**config.mk**
```make
export PLATFORM = sky130hd
export DESIGN_NAME = bnn_maxpool_stream_flat
export DESIGN_NICKNAME = d
export VERILOG_FILES = /design/src/rtl/bnn_maxpool_stream_if.sv /design/src/rtl/bnn_maxpool_stream.sv /design/src/flat_wrapper.sv
export SDC_FILE = /design/constraint.sdc
export NUM_CORES = 1
export LEC_CHECK = 0
export CORE_ASPECT_RATIO = 2
export CORE_MARGIN = 5
export CORE_UTILIZATION = 50
export CTS_BUF_LIST = sky130_fd_sc_hd__clkbuf_4
export DETAILED_ROUTE_END_ITERATION = 10
export PLACE_DENSITY = 0.86
export SYNTH_ARGS = -nofsm -noshare
export SYNTH_HDL_FRONTEND = slang
export SYNTH_SLANG_ARGS = --single-unit
```
**constraint.sdc**
```tcl
create_clock -name iCLK -period 2.2 [get_ports iCLK]
set_clock_uncertainty 0.05 [all_clocks]
set_input_delay 0.22 -clock iCLK [delete_from_list [all_inputs] [get_ports iCLK]]
set_output_delay 0.22 -clock iCLK [all_outputs]
set_load 0.02 [all_outputs]
```
**src/rtl/bnn_maxpool_stream_if.sv**
```systemverilog
// rtl/bnn_maxpool_stream_if.sv - handshake bundle for the binary max/min pooling stream
`timescale 1ns/1ps
interface bnn_maxpool_stream_if #(
   parameter int CH = 16
);
   logic          iCLR;
   logic          iMODE;
   logic          iVALID;
   logic          oREADY;
   logic [CH-1:0] iDATA;
   logic          iLAST;
   logic          oVALID;
   logic          iREADY;
   logic [CH-1:0] oDATA;
   logic          oPARTIAL;

   modport slave (
      input  iCLR, iMODE, iVALID, iDATA, iLAST, iREADY,
      output oREADY, oVALID, oDATA, oPARTIAL
   );

   modport master (
      output iCLR, iMODE, iVALID, iDATA, iLAST, iREADY,
      input  oREADY, oVALID, oDATA, oPARTIAL
   );
endinterface

```
**src/rtl/bnn_maxpool_stream.sv**
```systemverilog
// rtl/bnn_maxpool_stream.sv - streaming OR/AND pooling of binary activation vectors over POOL samples
`timescale 1ns/1ps
module bnn_maxpool_stream #(
   parameter int CH   = 16,
   parameter int POOL = 4
) (
   input logic                 iCLK,
   input logic                 iRSTn,
   bnn_maxpool_stream_if.slave bus
);
   localparam int CW = (POOL > 1) ? $clog2(POOL) : 1;

   logic [CW-1:0] cnt;
   logic [CH-1:0] acc;
   logic [CH-1:0] oData;
   logic [CH-1:0] merged;
   logic          modeReg;
   logic          oValid;
   logic          oPartial;
   logic          ready;
   logic          accept;
   logic          xfer;
   logic          firstSample;
   logic          lastSlot;
   logic          close;

   // A pending result that cannot leave blocks intake; a flush blocks everything.
   assign ready       = ~bus.iCLR & (~oValid | bus.iREADY);
   assign accept      = bus.iVALID & ready;
   assign xfer        = oValid & bus.iREADY & ~bus.iCLR;
   assign firstSample = (cnt == '0);
   assign lastSlot    = (cnt == CW'(POOL - 1));
   assign close       = accept & (lastSlot | bus.iLAST);

   always_comb begin
      merged = bus.iDATA;
      if (!firstSample) begin
         merged = modeReg ? (acc & bus.iDATA) : (acc | bus.iDATA);
      end
   end

   always_ff @(posedge iCLK or negedge iRSTn) begin
      if (!iRSTn) begin
         cnt      <= '0;
         acc      <= '0;
         modeReg  <= 1'b0;
         oData    <= '0;
         oValid   <= 1'b0;
         oPartial <= 1'b0;
      end else if (bus.iCLR) begin
         cnt    <= '0;
         acc    <= '0;
         oValid <= 1'b0;
      end else begin
         if (xfer) begin
            oValid <= 1'b0;
         end
         if (accept) begin
            acc <= merged;
            // Operator is fixed by the first sample of each window.
            if (firstSample) begin
               modeReg <= bus.iMODE;
            end
            if (close) begin
               cnt      <= '0;
               oData    <= merged;
               oValid   <= 1'b1;
               oPartial <= ~lastSlot;
            end else begin
               cnt <= cnt + 1'b1;
            end
         end
      end
   end

   assign bus.oREADY   = ready;
   assign bus.oVALID   = oValid;
   assign bus.oDATA    = oData;
   assign bus.oPARTIAL = oPartial;
endmodule
```
**src/flat_wrapper.sv**
```systemverilog
// flat-port wrapper written by rule: the top's interface ports become plain ports
module bnn_maxpool_stream_flat 
#(
   parameter int CH   = 16,
   parameter int POOL = 4
)
  (iCLK, iRSTn, bus_iCLR, bus_iMODE, bus_iVALID, bus_iDATA, bus_iLAST, bus_iREADY, bus_oREADY, bus_oVALID, bus_oDATA, bus_oPARTIAL);
  bnn_maxpool_stream_if #(.CH(CH)) bus_i ();
  input logic iCLK;
  input logic iRSTn;
  input wire logic [$bits(bus_i.iCLR)-1:0] bus_iCLR;
  input wire logic [$bits(bus_i.iMODE)-1:0] bus_iMODE;
  input wire logic [$bits(bus_i.iVALID)-1:0] bus_iVALID;
  input wire logic [$bits(bus_i.iDATA)-1:0] bus_iDATA;
  input wire logic [$bits(bus_i.iLAST)-1:0] bus_iLAST;
  input wire logic [$bits(bus_i.iREADY)-1:0] bus_iREADY;
  output wire logic [$bits(bus_i.oREADY)-1:0] bus_oREADY;
  output wire logic [$bits(bus_i.oVALID)-1:0] bus_oVALID;
  output wire logic [$bits(bus_i.oDATA)-1:0] bus_oDATA;
  output wire logic [$bits(bus_i.oPARTIAL)-1:0] bus_oPARTIAL;
  assign bus_i.iCLR = bus_iCLR;
  assign bus_i.iMODE = bus_iMODE;
  assign bus_i.iVALID = bus_iVALID;
  assign bus_i.iDATA = bus_iDATA;
  assign bus_i.iLAST = bus_iLAST;
  assign bus_i.iREADY = bus_iREADY;
  assign bus_oREADY = bus_i.oREADY;
  assign bus_oVALID = bus_i.oVALID;
  assign bus_oDATA = bus_i.oDATA;
  assign bus_oPARTIAL = bus_i.oPARTIAL;
  bnn_maxpool_stream #(.CH(CH), .POOL(POOL)) u_core (.iCLK(iCLK), .iRSTn(iRSTn), .bus(bus_i));
endmodule
```
==> results of run 1 <==
through the flow:
step	util, %	instance area [um^2]	total power [mW]	hold WS [ns]	worst slack [ns]
4_1_cts	64.7	2490	1.77	0.243	0.250
3_5_place_dp	63.2	2430	1.42	0.447	0.257
5_1_grt	64.7	2490	1.86	0.267	0.158
2_1_floorplan	-	1960	1.15	-0.126	0.438
6_report	64.7	2490	1.77	0.226	0.248
3_3_place_gp	63.2	2430	1.40	0.436	0.333
worst paths after layout:
path	start	endpoint	slack [ns]
setup reg to reg	u_core.cnt[0]	u_core.acc[4]	0.41
min in group iCLK	bus_iMODE	u_core.modeReg	0.44
setup / recovery	u_core.bus.oVALID	bus_oREADY	0.25
hold reg to reg	u_core.bus.oDATA[14]	u_core.bus.oDATA[14]	0.47
hold / removal	iRSTn	u_core.bus.oDATA[12]	0.23
max in group asynchronous	iRSTn	u_core.acc[4]	1.50
logic make-up (layout without fill, tap and decap cells):
kind of cell | Yosys count | in the layout
AOI/OAI and AO/OA | 85 | 85
adders and majority gates | 3 | 3
buffers and inverters | 33 | 78
DFF | 37 | 37
muxes | 4 | 4
and+or+nand+nor | 36 | 36
placed cells by master (no fill, tap or decap), types with 4 or more instances in the layout:
cell type / n
clkbuf_4: 5
dfrtp_1: 37
nor2_1: 5
o21ai_0: 21
a21oi_1: 15
nand4_1: 4
clkdlybuf4s50_1: 41
buf_4: 13
inv_1: 16
and2_1: 12
nor2b_1: 5
o32ai_1: 13
mux2_2: 4
o31ai_1: 27
layer usage:
layer / track usage [%] / share of wire [%] / vias to the layer above
met5: 0 / 0 / -
met4: 13.1 / 4.0 / 0
met3: 3.48 / 5.0 / 17
met2: 36.9 / 54 / 78
met1: 24.1 / 37 / 887
li1: - / - / 829
critical path, stage by stage (launching register included):
cell and delay (ns):
dfrtp_1 0.41, nor2b_1 0.18, nor2_1 0.14, clkdlybuf4s50_1 0.62
cell type report:
cell class	count	area (um^2)
clock inverter	3	17.5
inverter	16	60.1
multi-input combinational	128	873
timing repair buffer	54	508
clock buffer	5	37.5
tap	51	63.8
fill	333	1360
sequential	37	926
state kept, by name, summed over array words and instances, names as in the netlist:
name	cells
u_core.acc	16
u_core.bus.oDATA	16
u_core.bus.oPARTIAL	1
u_core.bus.oVALID	1
u_core.cnt	2
u_core.modeReg	1
cell usage after synthesis (all sizes together), types with 2 or more instances:
master | count | area, um^2
o31ai | 27 | 203
a2bb2oi | 3 | 26.3
nand4b | 3 | 26.3
o21ai | 21 | 105
ha | 3 | 37.5
dfrtp | 37 | 926
buf | 6 | 57.5
a21oi | 15 | 75.1
nor2 | 5 | 18.8
nand2b | 3 | 26.3
nand2 | 2 | 7.51
clkbuf | 11 | 41.3
and2 | 12 | 75.1
mux2 | 4 | 45.0
nor2b | 5 | 31.3
o32ai | 13 | 114
a41oi | 3 | 26.3
inv | 16 | 60.1
nand4 | 4 | 25.0
power groups by stage:
stage	Sequential (mW)	Combinational (mW)	Clock [mW]
global route	0.867	0.597	0.394
CTS	0.854	0.558	0.363
floorplan	0.914	0.234	0
global placement	0.862	0.535	0
detailed placement	0.867	0.557	0
finish	0.855	0.555	0.358
==> results by group, run 1 <==
Status
  – Outcome: complete, no violations

Clock tree
  – Setup Fix Bufs, Post-CTS: 0
  – Hold_buf cts: 0
  – Clock insertion delay at the later pin of the skew report: between 0.3 and 0.4 ns
  – Clk buf depth: 2
  – Total CTS buffers: 5
  – Clock slew seen by the registers of the worst setup and hold paths: 0.13 ns
  – Clock sink count: 37
  – H-tree levels: 2
  – CTS tree: yes
  – Root Driver: clkbuf_4
  – Post-CTS resize count: 0

Yosys
  – Share of flip-flops with an asynchronous set or reset: between 90% and 100%
  – Post-Syn Area per Cell: 9.89 um^2
  – Post-Synthesis Cell Area: between 1500 and 2000 um^2
  – Seq/Total Area, Yosys: between 40 and 50%
  – Synth Area in Simple Gates: a little under an eighth
  – Synth Instances: ~200
  – Mapped Nets: 224
  – Main combinational cell family by area after synthesis: compound AO/OA/AOI/OAI gates
  – Multiplexer share of the synthesized area: 2.30%
  – Synth Warn #: 0
  – Post-synthesis register bit count: 37
  – Post-synth top flop: dfrtp_1
  – Post-synth EDFFs: 0
  – Post-synthesis xor/xnor area fraction: 0%
  – Compound-Gate Fraction of Synth Area: slightly below 30%
  – Synth unique cells: 28
  – Fraction of the mapped netlist area in adder cells: 1.92%

Drt
  – Wire per inst: approximately 18 um
  – Pre-Repair DR Iteration Count: 4
  – Post-route DRC: 0
  – Vias/cell: between 6 and 7
  – DRT iter0 DRCs: 76
  – Post-route ant nets: 0
  – Post-Route WL: ~5400 um
  – Via count: approximately 1800

Place
  – RD Place Congestion: 0.899
  – PortBufs: approximately 40
  – Post-detail-place hpwl: 3870 um
  – Placed Cells: 286

Power and ir drop
  – Switching share of power: 34.1%
  – Logic pwr share: 31.4%
  – Internal Power: between 1 and 1.5 mW
  – Pleak: 1.01 nW
  – Cell Pwr Density: 711 nW/um^2
  – Switching power: 603 uW
  – Clock power share: 20.3%
  – Max rail drop VDD: 0.000644 V
  – Sequential Power Share: 48.4%

Run
  – Max-cap check violation count: 0

Die
  – Die Width: 54.3 um
  – DIE AREA: around 5300 um^2
  – Initial Utilization: 50.9%
  – Die Y: 98.5 um
  – Num ports: 42
  – Total core area: roughly 3800 um^2
  – # rows: 32

Timing
  – Final-report hold violation count: 0
  – RSZ-0062 raised after global routing: no
  – Slew HR: 57.1%
  – Final Max Slew Viols: 0
  – Setup_tns: 0 ns
  – Fin crit share: 88.7%
  – Fmax: 0.512 GHz
  – Fin crit period: between 1.5 and 2 ns
  – Worst Max-Slew Pin Slew: about 0.64 ns
  – # setup viols final: 0

Critical path
  – WP data arrival: 1.68 ns
  – Largest fanout on the critical path: 4
  – Worst path required time: 1.93 ns
  – Crit path kind: reg2out
  – R2R depth: 5
  – CP Capture Type: output port
  – CP Launch Type: register

GRT
  – Number of global-route vias before repair: 1888
  – GRT Resource Usage Total: 21.8%
  – Initial antenna violation count: 0
  – Gr ovfl total: 0
  – Largest net degree at the start of global routing: 38
  – First-pass GRT wire length: 8690 um

Finish
  – Final nets: 268
  – Area delta synth->final: 27.0%
  – Layout cells sized above 1: between 10% and 20%
  – Final Non-Filler Cells: 294
  – Antenna Cells: 0

Hold path
  – Hold Path Class: in2async
(Power assumes the default switching activity.)
==> inputs of run 2 (changes only) <==
--- a/config.mk
+++ b/config.mk
@@ -11,6 +11,7 @@
 export CTS_BUF_LIST = sky130_fd_sc_hd__clkbuf_4
 export DETAILED_ROUTE_END_ITERATION = 10
 export PLACE_DENSITY = 0.86
+export SKIP_CTS_REPAIR_TIMING = 1
 export SYNTH_ARGS = -nofsm -noshare
 export SYNTH_HDL_FRONTEND = slang
 export SYNTH_SLANG_ARGS = --single-unit
==> results of run 2 <==
No change in the layout: final DEF, timing and power equal those of run 1.
